`src/rtl/buf_proto_pkg.sv`:
```
// Host link protocol constants shared by the buffer loader and the command-buffer executor.
// Covers opcodes, response and error codes, loader state encoding and the 40-bit command word size.
package buf_proto_pkg;

  localparam logic [7:0] OP_SET_ADDR = 8'h01;
  localparam logic [7:0] OP_WRITE    = 8'h02;
  localparam logic [7:0] OP_START    = 8'h03;
  localparam logic [7:0] OP_ABORT    = 8'h04;

  localparam logic [7:0] RESP_OK_BASE = 8'h80;
  localparam logic [7:0] RESP_TIMEOUT = 8'hFE;
  localparam logic [7:0] RESP_BAD_OP  = 8'hFF;

  localparam logic [7:0] ERR_NONE    = 8'h00;
  localparam logic [7:0] ERR_BAD_OP  = 8'h01;
  localparam logic [7:0] ERR_TIMEOUT = 8'h03;

  localparam logic [2:0] S_IDLE    = 3'd0;
  localparam logic [2:0] S_ADDR_HI = 3'd1;
  localparam logic [2:0] S_ADDR_LO = 3'd2;
  localparam logic [2:0] S_COUNT   = 3'd3;
  localparam logic [2:0] S_DATA    = 3'd4;
  localparam logic [2:0] S_RESP    = 3'd5;

  // Command word: 40 bits, transferred as 5 bytes MSB first.
  localparam int CMD_WORD_W     = 40;
  localparam int CMD_WORD_BYTES = 5;

  function automatic logic [7:0] resp_ok(input logic [7:0] op);
    return RESP_OK_BASE | op;
  endfunction

endpackage

```
`src/rtl/buf_loader.sv`:
```
// Host byte-stream front end: decodes framed packets into buffer writes, start/abort pulses
// and one response byte per packet, with an inter-byte timeout that drops stalled packets.
//
// state     | meaning
// S_IDLE    | waiting for an opcode byte
// S_ADDR_HI | collecting address MSB (SET_ADDR / START)
// S_ADDR_LO | collecting address LSB, then act
// S_COUNT   | collecting WRITE word count (0 = 256)
// S_DATA    | collecting 5-byte words, write each on its last byte
// S_RESP    | holding the response byte until out_ready
module buf_loader
  import buf_proto_pkg::*;
#(
  parameter int BUFFER_ADDR_LEN = 16,
  parameter int TIMEOUT_CYCLES  = 1000000
) (
  input  logic                       clk,
  input  logic                       rst,
  input  logic [7:0]                 in_data,
  input  logic                       in_valid,
  output logic                       in_ready,
  output logic [7:0]                 out_data,
  output logic                       out_valid,
  input  logic                       out_ready,
  output logic [BUFFER_ADDR_LEN-1:0] ext_buffer_addr,
  output logic [CMD_WORD_W-1:0]      ext_buffer_data,
  output logic                       ext_buffer_wr,
  output logic                       start,
  output logic [BUFFER_ADDR_LEN-1:0] start_addr,
  output logic                       abort,
  output logic [7:0]                 last_error
);

  localparam int TW = (TIMEOUT_CYCLES > 1) ? $clog2(TIMEOUT_CYCLES) : 1;
  // Down-counter loaded on every accepted byte; terminal count 0 lands on the
  // TIMEOUT_CYCLES-th idle cycle, so the response appears exactly that many edges later.
  localparam logic [TW-1:0] TMR_LOAD = TW'((TIMEOUT_CYCLES > 0) ? TIMEOUT_CYCLES - 1 : 0);
  localparam logic [2:0]    LAST_IDX = 3'(CMD_WORD_BYTES - 1);
  localparam int            SR_W     = 8 * (CMD_WORD_BYTES - 1);

  logic [2:0]                 state;
  logic [7:0]                 opcode;
  logic [7:0]                 addr_hi;
  logic [BUFFER_ADDR_LEN-1:0] wr_ptr;
  logic [2:0]                 byte_idx;
  logic [8:0]                 words_left;
  logic [SR_W-1:0]            word_sr;
  logic [TW-1:0]              tmr;

  logic                       accept;
  logic                       in_pkt;
  logic                       timeout_fire;
  logic [BUFFER_ADDR_LEN-1:0] addr_full;

  assign accept       = in_valid && in_ready;
  assign in_pkt       = (state == S_ADDR_HI) || (state == S_ADDR_LO) ||
                        (state == S_COUNT)   || (state == S_DATA);
  assign timeout_fire = (TIMEOUT_CYCLES != 0) && in_pkt && (tmr == '0);
  assign addr_full    = BUFFER_ADDR_LEN'({addr_hi, in_data});

  always_ff @(posedge clk) begin
    if (rst) begin
      state           <= S_IDLE;
      opcode          <= 8'h00;
      addr_hi         <= 8'h00;
      wr_ptr          <= '0;
      byte_idx        <= 3'd0;
      words_left      <= 9'd0;
      word_sr         <= '0;
      tmr             <= '0;
      in_ready        <= 1'b0;
      out_data        <= 8'h00;
      out_valid       <= 1'b0;
      ext_buffer_addr <= '0;
      ext_buffer_data <= '0;
      ext_buffer_wr   <= 1'b0;
      start           <= 1'b0;
      start_addr      <= '0;
      abort           <= 1'b0;
      last_error      <= ERR_NONE;
    end else begin
      ext_buffer_wr <= 1'b0;
      start         <= 1'b0;
      abort         <= 1'b0;
      if (state != S_RESP) in_ready <= 1'b1;

      if (accept) tmr <= TMR_LOAD;
      else if (in_pkt && tmr != '0) tmr <= tmr - TW'(1);

      // A byte arriving in the firing cycle is swallowed along with the partial packet.
      if (timeout_fire) begin
        state      <= S_RESP;
        out_data   <= RESP_TIMEOUT;
        out_valid  <= 1'b1;
        in_ready   <= 1'b0;
        last_error <= ERR_TIMEOUT;
      end else begin
        case (state)
          S_IDLE: begin
            if (accept) begin
              opcode <= in_data;
              case (in_data)
                OP_SET_ADDR, OP_START: state <= S_ADDR_HI;
                OP_WRITE:              state <= S_COUNT;
                OP_ABORT: begin
                  abort      <= 1'b1;
                  state      <= S_RESP;
                  out_data   <= resp_ok(in_data);
                  out_valid  <= 1'b1;
                  in_ready   <= 1'b0;
                  last_error <= ERR_NONE;
                end
                default: begin
                  state      <= S_RESP;
                  out_data   <= RESP_BAD_OP;
                  out_valid  <= 1'b1;
                  in_ready   <= 1'b0;
                  last_error <= ERR_BAD_OP;
                end
              endcase
            end
          end
          S_ADDR_HI: begin
            if (accept) begin
              addr_hi <= in_data;
              state   <= S_ADDR_LO;
            end
          end
          S_ADDR_LO: begin
            if (accept) begin
              if (opcode == OP_SET_ADDR) begin
                wr_ptr <= addr_full;
              end else begin
                start      <= 1'b1;
                start_addr <= addr_full;
              end
              state      <= S_RESP;
              out_data   <= resp_ok(opcode);
              out_valid  <= 1'b1;
              in_ready   <= 1'b0;
              last_error <= ERR_NONE;
            end
          end
          S_COUNT: begin
            if (accept) begin
              words_left <= (in_data == 8'h00) ? 9'd256 : {1'b0, in_data};
              byte_idx   <= 3'd0;
              state      <= S_DATA;
            end
          end
          S_DATA: begin
            if (accept) begin
              if (byte_idx == LAST_IDX) begin
                ext_buffer_addr <= wr_ptr;
                ext_buffer_data <= {word_sr, in_data};
                ext_buffer_wr   <= 1'b1;
                wr_ptr          <= wr_ptr + BUFFER_ADDR_LEN'(1);
                byte_idx        <= 3'd0;
                words_left      <= words_left - 9'd1;
                if (words_left == 9'd1) begin
                  state      <= S_RESP;
                  out_data   <= resp_ok(opcode);
                  out_valid  <= 1'b1;
                  in_ready   <= 1'b0;
                  last_error <= ERR_NONE;
                end
              end else begin
                word_sr  <= {word_sr[SR_W-9:0], in_data};
                byte_idx <= byte_idx + 3'd1;
              end
            end
          end
          S_RESP: begin
            if (out_ready) begin
              out_valid <= 1'b0;
              in_ready  <= 1'b1;
              state     <= S_IDLE;
            end
          end
          default: state <= S_IDLE;
        endcase
      end
    end
  end

endmodule

```
`config.mk`:
```
export PLATFORM = sky130hd
export DESIGN_NAME = buf_loader
export DESIGN_NICKNAME = d
export VERILOG_FILES = /design/src/rtl/buf_proto_pkg.sv /design/src/rtl/buf_loader.sv
export SDC_FILE = /design/constraint.sdc
export NUM_CORES = 1
export LEC_CHECK = 0
export ABC_CLOCK_PERIOD_IN_PS = 2110
export CORE_MARGIN = 1
export CORE_UTILIZATION = 50
export DETAILED_ROUTE_END_ITERATION = 8
export GPL_ROUTABILITY_DRIVEN = 0
export PLACE_DENSITY = 0.84
export RECOVER_POWER = 50
export SYNTH_ARGS = -nofsm -noshare
export SYNTH_HDL_FRONTEND = slang
export SYNTH_SLANG_ARGS = --single-unit
export TNS_END_PERCENT = 20
```
`constraint.sdc`:
```
create_clock -name clk -period 2.11 [get_ports clk]
set_input_delay 0.422 -clock clk [delete_from_list [all_inputs] [get_ports clk]]
set_output_delay 0.422 -clock clk [all_outputs]
set_load 0.01 [all_outputs]
```
# [Word-level counts from Yosys, hierarchy flattened]
# Cells that the tools add are included.
[totals] elab_cells=165 reg_bits=192
[classes] eq_ne=32 add_sub_neg=4 bitwise_logic=7 reduce_logical=36 n_mux=64
[op_table] operator="8-bit 2-to-1 mux" n=11
[op_table] operator="16-bit 2-to-1 mux" n=4
[op_table] operator="8-bit case mux with 3 select lines" n=2
[op_table] operator="20-bit 2-to-1 mux" n=2
[op_table] operator="3-bit 2-to-1 mux" n=12
[op_table] operator="9-bit 2-to-1 mux" n=4
[op_table] operator="16-bit case mux with 2 select lines" n=1
[op_table] operator="8-bit case mux with 2 select lines" n=2
[op_table] operator="3-bit inequality test, second input constant" n=8
[op_table] operator="8-bit AND reduction" n=3
[op_table] operator="20-bit logical NOT" n=1
[op_table] operator="20-bit nonzero test" n=1
[op_table] operator="20-bit by 1-bit subtractor with 20-bit output, second input constant" n=1
[op_table] operator="1-bit 2-to-1 mux" n=19
[op_table] operator="3-bit case mux with 6 select lines" n=1
[op_table] operator="9-bit case mux with 2 select lines" n=1
[op_table] operator="16-bit by 1-bit adder with 16-bit output, second input constant" n=1
[op_table] operator="8-bit by 1-bit == test with 1-bit output, second input constant" n=2
[op_table] operator="8-bit by 2-bit == test with 1-bit output, second input constant" n=2
[op_table] operator="4-bit AND reduction" n=4
[op_table] operator="2-bit inequality test, second input constant" n=7
[op_table] operator="7-bit AND reduction" n=2
[op_table] operator="3-bit case mux with 2 select lines" n=2
[op_table] operator="4-bit OR reduction" n=3
[op_table] operator="other kinds (25)" n=47

# [Logic depth before layout (Yosys ltp)]
[logic_depth] word_depth=7 depth_mapped=10 depth_no_buf=7

# [Worst setup path after synthesis]
# OpenSTA, ideal clock, no wires.
[synth_path] path_kind="input to register" startpoint="in in_data[4]" endpoint="reg out_data[1]" n_path_buf=1 stages=6 setup_time_ns=0.167 t_arrival_ns=1.992 path_slack_ns=-0.050 cell_sequence="clkbuf_1 -> or4_1 -> nor2_1 -> a31oi_1 -> nor4_1 -> a221oi_1"
[synth_between] elab_chain_len=6 elab_cells_between_ends=11 classes_between="eq/ne (5); mux (4); reduce/logical (2)"
[synth_lines] item="start, declared" line_no="buf_loader.sv:19" text="input logic [7:0] in_data,"
[synth_lines] item="8-bit by 2-bit == test with 1-bit output / 8-bit by 1-bit == test with 1-bit output (equally long branches)" line_no="buf_loader.sv:102" text="case (in_data)"
[synth_lines] item="3-bit OR reduction (no line)"
[synth_lines] item="8-bit case mux with 2 select lines" line_no="buf_loader.sv:102"
[synth_lines] item="8-bit 2-to-1 mux" line_no="buf_loader.sv:100" text="if (accept) begin"
[synth_lines] item="8-bit case mux with 3 select lines" line_no="buf_loader.sv:98" text="case (state)"
[synth_lines] item="8-bit 2-to-1 mux" line_no="buf_loader.sv:91" text="if (timeout_fire) begin"
[synth_lines] item="end signal, assigned" line_no="buf_loader.sv:108" text="out_data <= resp_ok(in_data);"
[synth_lines] item="end signal, assigned" line_no="buf_loader.sv:138" text="out_data <= resp_ok(opcode);"
[synth_lines] item="end signal, assigned" line_no="buf_loader.sv:162" text="out_data <= resp_ok(opcode);"
[synth_lines] item="end, declared" line_no="buf_loader.sv:22" text="output logic [7:0] out_data,"
# Parallel ways exist; a longest one is shown, timed or not. The select of a mux whose other input is x is not followed.
# A chain may end at the register's enable or synchronous reset.

# [Worst setup path in the final report]
[layout_path] startpoint="reg tmr[5]" endpoint="reg tmr[12]"
[layout_between] elab_chain_len=2 elab_cells_between_ends=3 classes_between="add/sub (1); reduce/logical (2)"
[layout_lines] item="start, declared" line_no="buf_loader.sv:48" text="logic [TW-1:0] tmr;"
[layout_lines] item="start signal, assigned" line_no="buf_loader.sv:88" text="else if (in_pkt && tmr != '0) tmr <= tmr - TW'(1);"
[layout_lines] item="branches (longest 2 deep; another with 20-bit by 1-bit subtractor with 20-bit output)"
# Several ways; the timed one is not identified.

==> run_results.csv <==
group,metric,value,unit
timing,worst_pin_slew,579,ps
run_status,violations,"setup timing",
detailed_routing,avgViaCountPerCell,6.10,
critical_path,arrival,2520,ps
critical_path,crit_type,"register to register",
timing,fin_ws,-37.0,ps
grt,grt_pass1_vias,7521,
timing,fin_skew,10.9,ps
layout,layout_common_cells,"180 x dfxtp_1, 130 x a21oi_1, 111 x nand2_1",
critical_path,critPathRequiredTime,2480,ps
critical_path,r2r-start,"tmr[5]",
yosys,syn-cell-area,0.00818,mm²
placed_design,dpl.hpwl,15200,µm
layout,syn_to_final_growth,31.1,%
timing,period_share,102,%
worst_hold_path,hold_class,"register to register",
critical_path,crit_fanout,4,
yosys,synth_adder_area_share,1.07,%
layout,fin_util,67.2,%
timing,relSlewSlack,61.3,%
clock_tree,cts_made_buffers,17,
layout,drive_above_1_share,15.9,%
detailed_routing,num_vias,8312,
clock_tree,htree_levels,4,
detailed_routing,wl_met3,1870,µm
critical_path,start_kind,"register",
critical_path,r2r_cells,5,
layout,seq_area,0.00373,mm²
floorplan,dieArea,0.0169,mm²
yosys,synth-simple-area-share,20.8,%
power,power_density,1080,mW/mm²
timing,fmax,466,MHz
yosys,syn_inst,998,
yosys,synth_top_family_by_area,"compound AO/OA/AOI/OAI gates",
yosys,synthArstFlopShare,0,%
layout,layout_commonest_cell,"dfxtp_1",
timing,hold_violations,0,
placed_design,port_buffers,98,
yosys,avgSynthCellArea,8.20,µm²
run_status,status,"finished, violations left",
clock_tree,cts_tree,"built",
yosys,synth_cell_type_count,65,
clock_tree,clkTransAtPathRegs,80,ps
detailed_routing,postRouteAntennaNets,0,
yosys,synth_flop_cell,"dfxtp_1",
timing,rsz0062_at_grt,"yes",
grt,grt_max_degree,99,
yosys,ys_seq_area_share,45.5,%
grt,grt-ovfl-total,0,
floorplan,start_util,51.3,%
floorplan,coreArea,0.0159,mm²
detailed_routing,drtPass1Iterations,5,
clock_tree,clock_latency,450,ps
critical_path,startpoint,"tmr[5]",
yosys,synth_xor_area_share,0.857,%
floorplan,boundaryPins,105,
timing,fin_crit,2150,ps
layout,fillCellCount,1261,
detailed_routing,totalWireLength,23400,µm
grt,antenna_found_initial,0,
worst_hold_path,whs_path_depth,2,
yosys,yosys_warnings,0,
placed_design,place_ws,-320,ps
yosys,synthMuxAreaShare,3.18,%
critical_path,crit_path_end_kind,"register",
yosys,synth_seq_cells,186,
detailed_routing,routed-wl-met2,11100,µm
detailed_routing,drt_iter0_markers,935,
grt,grt_pass1_wl,37200,µm
clock_tree,cts_sinks,186,
power,ir_drop,0.690,mV
floorplan,rows,46,
detailed_routing,drc,0,
floorplan,die_h,130,µm
job,max_cap_violations,0,
detailed_routing,wl_met1,9940,µm
layout,multi_input_area,0.00412,mm²
grt,grt_use_total,27.9,%
detailed_routing,dr.max_layer_used,"met4",
layout,nNetsFinal,1152,
timing,slew_viol_final,0,
power,leakagePower,4.16,nW
clock_tree,cts_buffer_depth,2,
worst_hold_path,worst_hold_startpoint,"last_error[0]",
detailed_routing,wl_per_cell,17.2,µm
timing,setup_viol,1,
layout,diodes,0,
floorplan,die_w,130,µm
yosys,synth_compound_area_share,22.9,%
yosys,synth_enable_flop_cells,0,
clock_tree,clockRootBuffer,"clkbuf_16",
==> critical path, stage by stage, from the launching register on <==
cell and delay [ps]:
dfxtp_2 330, or4_4 540, or3_4 400, or2_4 280
or4_4 410, a21oi_2 110
==> report_power, final <==
part / internal (W) / switching [W]
Sequential: 0.00379 / 0.000270
Clock: 0.00182 / 0.00156
Combinational: 0.00186 / 0.00229
Total: 0.00747 / 0.00413
==> repair_timing <==
action | CTS | global route
buffers inserted | 2 | 4
hold buffers | 0 | 0
endpoints found under the setup margin | 61 | 132
resized for setup | 3 | 31
pin swaps | 2 | 14
gates cloned | 0 | 2
==> flip-flops by register name, summed over array words and instances (netlist names) <==
name	cells
in_ready	1
out_data	8
opcode	8
ext_buffer_data	40
words_left	9
tmr	20
byte_idx	3
wr_ptr	16
state	3
ext_buffer_wr	1
start	1
abort	1
addr_hi	8
out_valid	1
last_error	2
word_sr	32
start_addr	16
ext_buffer_addr	16
==> cell usage after synthesis, types with 10 or more instances <==
cell type,count,area [µm²]
o21ai_0,84,420
buf_2,13,65.1
nand2_1,113,424
a21oi_1,132,661
mux2i_1,26,260
o31ai_1,12,90.1
clkbuf_1,75,282
nor3_1,12,60.1
or3_1,10,62.6
inv_1,16,60.1
nor4_1,15,93.8
dfxtp_1,186,3720
nand3_1,78,390
nor2_1,57,214
a31oi_1,16,100
==> cells by family after synthesis <==
family	Yosys count
AOI/OAI and AO/OA	314
xor gates and xnor gates	8
adders and majority gates	7
buffers and inverters	111
DFF	186
muxes	26
other	1
and+or+nand+nor	345
==> layout make-up <==
type,instances,share of cell area (%)
Clock buffer,17,3.97
Clock inverter,15,1.89
Inverter,16,0.560
Multi-Input combinational cell,706,38.4
Sequential cell,186,34.8
Tap cell,216,2.52
Timing Repair Buffer,206,17.9
==> path summary, 6_finish.rpt <==
path	endpoint	slack (ps)
setup / recovery	tmr[12]	-40
hold / removal	last_error[0]	450
setup reg to reg	tmr[12]	-40
hold reg to reg	last_error[0]	450
==> metal layers <==
metal / up-vias / global-route usage, %
li1: 3882 / -
met1: 3975 / 37.3
met3: 52 / 6.11
met4: 0 / 10.8
met5: - / 0
met2: 403 / 44.0
==> through the flow <==
stage / area, µm² / instances / setup TNS, ps / total power (W) / hold WS [ps]
after floorplan: 8200 / 1003 / -5.70 / 0.00632 / 437
after global placement: 9940 / 1323 / -2970 / 0.00786 / 439
after detailed placement: 9940 / 1323 / -5290 / 0.00796 / 447
after CTS: 10600 / 1357 / -29.3 / 0.0113 / 460
after global routing: 10700 / 1362 / -689 / 0.0121 / 480
final: 10700 / 1362 / -37.0 / 0.0116 / 454
Power figures use the tool's default switching activity.
==> RTL change 1: new RTL, same flow settings <==
`RESP_TIMEOUT`: 8'hFE -> 8'h7F.
--- a/src/rtl/buf_proto_pkg.sv
+++ b/src/rtl/buf_proto_pkg.sv
@@ -8,7 +8,7 @@
   localparam logic [7:0] OP_ABORT    = 8'h04;
 
   localparam logic [7:0] RESP_OK_BASE = 8'h80;
-  localparam logic [7:0] RESP_TIMEOUT = 8'hFE;
+  localparam logic [7:0] RESP_TIMEOUT = 8'h7F;
   localparam logic [7:0] RESP_BAD_OP  = 8'hFF;
 
   localparam logic [7:0] ERR_NONE    = 8'h00;
Formal check against the unedited RTL: no difference found for any inputs over 4 cycles, from zero or initial values and one cycle with rst high; that may be too few to reach the edited logic, so the function may still have changed.
==> RTL change 1 against the original RTL <==
Highest routed layer unchanged. First-iteration DRC count decreased by 3.1%. Area after synthesis decreased by 3.6%. Count of clock-buffer cells in the layout increased by 1. Worst setup slack got worse by 0.22 ns. Clock skew decreased by 0.0037 ns. Sequential cell count unchanged. Wire length decreased by 1.3%. Largest cell class unchanged. The run still ends with setup timing left. Utilization increased by 2.8 points. Cell area unchanged.
Power is not compared: it rests on default switching activity, and its combinational part moved more than twofold at a synthesized area within 25%.
==> RTL change 1: results (changes against the original RTL) <==
<table>
<tr><th>Metric</th><th>Value</th></tr>
<tr><th colspan="2">Global routing</th></tr>
<tr><td>Pin count of the biggest net entering global routing</td><td>63 (was 99)</td></tr>
<tr><td>Total routing resource utilization after global routing</td><td>26.6% (was 27.9%)</td></tr>
<tr><td>Grt met1 use</td><td>34.0% (was 37.3%)</td></tr>
<tr><td>Wire length of the first global-routing pass</td><td>34400 um (was 37200 um)</td></tr>
<tr><td>Number of global-route vias before repair</td><td>7020 (was 7521)</td></tr>
<tr><th colspan="2">STA</th></tr>
<tr><td>Endpoints failing setup</td><td>67 (was 1)</td></tr>
<tr><td>Worst Skew</td><td>0.00713 ns (was 0.0109 ns)</td></tr>
<tr><td>Post-route worst setup slack</td><td>-0.259 ns (was -0.0370 ns)</td></tr>
<tr><td>Relative slew margins</td><td>61.8% (was 61.3%)</td></tr>
<tr><th colspan="2">Drt</th></tr>
<tr><td>Initial DRT Pass Iterations</td><td>8 (was 5)</td></tr>
<tr><td>DR iter-0 viols</td><td>906 (was 935)</td></tr>
<tr><th colspan="2">Logic synthesis</th></tr>
<tr><td>Largest cells by area after synthesis</td><td>dfxtp_1 (47%), nand2_1 (11%), a21oi_1 (8.6%) (was dfxtp_1 (46%), a21oi_1 (8.1%), nand2_1 (5.2%))</td></tr>
<tr><td>Commonest cells in the netlist</td><td>nand2_1 (239), dfxtp_1 (186), a21oi_1 (135) (was dfxtp_1 (186), a21oi_1 (132), nand2_1 (113))</td></tr>
<tr><td>Number of distinct library cells after synthesis</td><td>60 (was 65)</td></tr>
<tr><td>Post-synthesis sequential area ratio</td><td>47.2% (was 45.5%)</td></tr>
<tr><td>Average size of a mapped cell</td><td>8.08 um2 (was 8.20 um2)</td></tr>
<tr><th colspan="2">Hold path</th></tr>
<tr><td>Worst min-delay path class</td><td>input port to register (was register to register)</td></tr>
<tr><th colspan="2">Status</th></tr>
<tr><td>Failing checks</td><td>setup timing (unchanged)</td></tr>
<tr><td>Outcome</td><td>complete, but fails checks (unchanged)</td></tr>
<tr><th colspan="2">Final layout</th></tr>
<tr><td>Total number of nets in the final design</td><td>1144 (was 1152)</td></tr>
<tr><td>Number of multi-input logic gates</td><td>704 (was 706)</td></tr>
<tr><td>Count of filler cells inserted in the layout</td><td>1126 (was 1261)</td></tr>
<tr><td># clk buffers</td><td>18 (was 17)</td></tr>
<tr><th colspan="2">Placed design</th></tr>
<tr><td>Cell count after placement</td><td>1302 (was 1323)</td></tr>
<tr><td>DP Area</td><td>0.00963 mm2 (was 0.00994 mm2)</td></tr>
<tr><td>Sum of net half-perimeters after detailed placement</td><td>14100 um (was 15200 um)</td></tr>
<tr><th colspan="2">Critical path</th></tr>
<tr><td>Critical path data arrival time</td><td>2.71 ns (was 2.52 ns)</td></tr>
<tr><td>CP Max Fanout</td><td>8 (was 4)</td></tr>
<tr><td>Depth of the worst register-to-register path</td><td>10 (was 5)</td></tr>
<tr><td>Crit-path max cell delay</td><td>0.46 ns (was 0.54 ns)</td></tr>
</table>
## RTL change 1: changes by cell type in the layout (fill, tap and decap cells not counted), sizes merged, moves of 24 or more
cell	delta
nand2	+126
o21ai	-55
nand3	-52
clkdlybuf4s50	+28
dlygate4sd3	-28
nor2	+24
## RTL change 1: cell families (layout without fill, tap and decap cells)
group           Yosys count  after routing  synth area share [%]
mux                      28             28                  3.56
flops                   186            186                  47.2
xor+xnor                 21             21                  2.33
buf+inv                  91            247                  5.64
fa+ha+maj                 8              8                  1.24
compound gates          219            219                  16.1
other cells               1              6                0.0476
simple gates            422            422                  23.8
## RTL change 1: metal layers
metal  up-vias  part of all wire [%]
met4         0                   2.4
met2       361                    49
met5         -                     0
li1       3613                     -
met3        51                   7.3
met1      3655                    42
## RTL change 1: final timing paths
path,startpoint,endpoint,slack (ns)
worst max register to register,tmr[1]$_SDFFE_PP0P_,wr_ptr[2]$_SDFFE_PP0P_,-0.26
worst min-delay path,rst,words_left[5]$_SDFFE_PP0P_,0.39
worst max-delay path,tmr[1]$_SDFFE_PP0P_,wr_ptr[2]$_SDFFE_PP0P_,-0.26
worst min register to register,ext_buffer_addr[4]$_SDFFE_PP0P_,ext_buffer_addr[4]$_SDFFE_PP0P_,0.45
## RTL change 1: power breakdown
part | switching, W | internal [W]
sequential | 0.0000902 | 0.00363
clock | 0.00144 | 0.00205
combinational | 0.000915 | 0.000758
total | 0.00245 | 0.00644
## RTL change 1: timing repair
action,CTS,global route
gates resized for setup,14,50
endpoints found under the setup margin,132,168
cloned,0,4
hold endpoints to repair,0,0
setup buffers,2,11
pin swaps,11,75
==> RTL change 2: new RTL, same settings <==
Without the edit above. Register the output `last_error` once more, with the module's reset; this adds one clock of latency there. The other outputs are not delayed to match.
--- a/src/rtl/buf_loader.sv
+++ b/src/rtl/buf_loader.sv
@@ -38,6 +38,8 @@
   localparam logic [2:0]    LAST_IDX = 3'(CMD_WORD_BYTES - 1);
   localparam int            SR_W     = 8 * (CMD_WORD_BYTES - 1);
 
+  logic [7:0] last_error_s0;
+
   logic [2:0]                 state;
   logic [7:0]                 opcode;
   logic [7:0]                 addr_hi;
@@ -77,7 +79,7 @@
       start           <= 1'b0;
       start_addr      <= '0;
       abort           <= 1'b0;
-      last_error      <= ERR_NONE;
+      last_error_s0   <= ERR_NONE;
     end else begin
       ext_buffer_wr <= 1'b0;
       start         <= 1'b0;
@@ -93,7 +95,7 @@
         out_data   <= RESP_TIMEOUT;
         out_valid  <= 1'b1;
         in_ready   <= 1'b0;
-        last_error <= ERR_TIMEOUT;
+        last_error_s0 <= ERR_TIMEOUT;
       end else begin
         case (state)
           S_IDLE: begin
@@ -108,14 +110,14 @@
                   out_data   <= resp_ok(in_data);
                   out_valid  <= 1'b1;
                   in_ready   <= 1'b0;
-                  last_error <= ERR_NONE;
+                  last_error_s0 <= ERR_NONE;
                 end
                 default: begin
                   state      <= S_RESP;
                   out_data   <= RESP_BAD_OP;
                   out_valid  <= 1'b1;
                   in_ready   <= 1'b0;
-                  last_error <= ERR_BAD_OP;
+                  last_error_s0 <= ERR_BAD_OP;
                 end
               endcase
             end
@@ -138,7 +140,7 @@
               out_data   <= resp_ok(opcode);
               out_valid  <= 1'b1;
               in_ready   <= 1'b0;
-              last_error <= ERR_NONE;
+              last_error_s0 <= ERR_NONE;
             end
           end
           S_COUNT: begin
@@ -162,7 +164,7 @@
                   out_data   <= resp_ok(opcode);
                   out_valid  <= 1'b1;
                   in_ready   <= 1'b0;
-                  last_error <= ERR_NONE;
+                  last_error_s0 <= ERR_NONE;
                 end
               end else begin
                 word_sr  <= {word_sr[SR_W-9:0], in_data};
@@ -183,5 +185,13 @@
     end
   end
 
+  always_ff @(posedge clk) begin
+    if (rst) begin
+      last_error <= '0;
+    end else begin
+      last_error <= last_error_s0;
+    end
+  end
+
 endmodule
 
Formal check against the unedited RTL: not equivalent (a bounded check fails within 4 cycles, from zero or initial values and one cycle with rst high).
==> RTL change 2 against the original RTL <==
The flow still finishes with violations (setup timing). Wire length rose by 7.2%. Die area rose by 2.5%. Clock skew rose by 0.0012 ns. Utilization rose by 1.1 points. Worst hold slack improved by 0.017 ns. Area after synthesis rose by 2.6%. Worst setup slack got worse by 0.34 ns. Sequential cell count rose by 2. Non-clock buffer count rose by 11. Cell area rose by 2.8%. Cell count rose by 2.1%. Total power rose by 3.6%.
==> RTL change 2: results (changes against the original RTL) <==
<table>
<tr><th>Metric</th><th>Value</th></tr>
<tr><th colspan="2">Drt</th></tr>
<tr><td>Initial DRT Pass Iterations</td><td>6 (was 5)</td></tr>
<tr><td>DR iter-0 viols</td><td>1041 (was 935)</td></tr>
<tr><td>Met2 WL</td><td>11600 um (was 11100 um)</td></tr>
<tr><th colspan="2">Power and ir drop</th></tr>
<tr><td>Power after layout</td><td>0.0120 W (was 0.0116 W)</td></tr>
<tr><td>Sw Share</td><td>34.9% (was 35.6%)</td></tr>
<tr><td>Pleak</td><td>3.92 nW (was 4.16 nW)</td></tr>
<tr><td>Combinational cell power</td><td>0.00450 W (was 0.00416 W)</td></tr>
<tr><th colspan="2">Clock tree</th></tr>
<tr><td>Post-CTS Resized</td><td>28 (was 3)</td></tr>
<tr><th colspan="2">Critical path</th></tr>
<tr><td>Depth of the worst register-to-register path</td><td>8 (was 5)</td></tr>
<tr><td>Critical path data arrival time</td><td>2.83 ns (was 2.52 ns)</td></tr>
<tr><th colspan="2">Logic synthesis</th></tr>
<tr><td>XOR/XNOR share of the synthesized area</td><td>0.418% (was 0.857%)</td></tr>
<tr><td>Post-synthesis compound-gate area fraction</td><td>24.8% (was 22.9%)</td></tr>
<tr><td>Number of distinct library cells after synthesis</td><td>62 (was 65)</td></tr>
<tr><th colspan="2">STA</th></tr>
<tr><td>Post-route worst setup slack</td><td>-0.374 ns (was -0.0370 ns)</td></tr>
<tr><td>Tightest Pin Transition</td><td>0.741 ns (was 0.579 ns)</td></tr>
<tr><td>Endpoints failing setup</td><td>157 (was 1)</td></tr>
<tr><th colspan="2">Global routing</th></tr>
<tr><td>GR Util met2</td><td>43.3% (was 44.0%)</td></tr>
<tr><td>Met3 track demand over resource in global routing</td><td>6.52% (was 6.11%)</td></tr>
<tr><td>Grt met1 use</td><td>37.5% (was 37.3%)</td></tr>
<tr><td>Total routing resource utilization after global routing</td><td>28.3% (was 27.9%)</td></tr>
<tr><th colspan="2">Hold path</th></tr>
<tr><td>End of the worst hold path</td><td>opcode[7]$_SDFFE_PP0P_ (was last_error[0]$_SDFFE_PP0P_)</td></tr>
<tr><th colspan="2">Status</th></tr>
<tr><td>Failing checks</td><td>setup timing (unchanged)</td></tr>
<tr><td>Outcome</td><td>complete, but fails checks (unchanged)</td></tr>
<tr><th colspan="2">Final layout</th></tr>
<tr><td>Layout cells sized above 1</td><td>16.8% (was 15.9%)</td></tr>
<tr><td>Count of filler cells inserted in the layout</td><td>1205 (was 1261)</td></tr>
<tr><th colspan="2">Placed design</th></tr>
<tr><td>Worst slack, placed</td><td>-0.484 ns (was -0.320 ns)</td></tr>
</table>
-- RTL change 2: cell types whose count changed after synthesis, moves of 14 or more --
cell / delta
nand3_1: +47
nand2_1: -71
a31oi_1: +14
o21ai_0: +33
o31ai_1: +16
a21oi_1: +16
-- RTL change 2: through the flow --
step                hold slack [ns]  area, um2  setup TNS (ns)
floorplan                     0.437       8450           -9.21
global placement              0.438      10200          -31.84
detailed placement            0.454      10200          -38.44
CTS                           0.464      10900          -13.41
global route                  0.495      11000          -28.69
finish                        0.470      11000          -19.04
-- RTL change 2: final cells by class --
cell class / instances / area (um2) / area share (%)
repair buffers: 217 / 2050 / 18.6
clock buffers: 18 / 439 / 3.99
clock inverters: 14 / 200 / 1.82
well taps: 216 / 270 / 2.45
inverters: 10 / 37.5 / 0.341
flip-flops and latches: 188 / 3770 / 34.2
multi-input cells: 727 / 4260 / 38.6
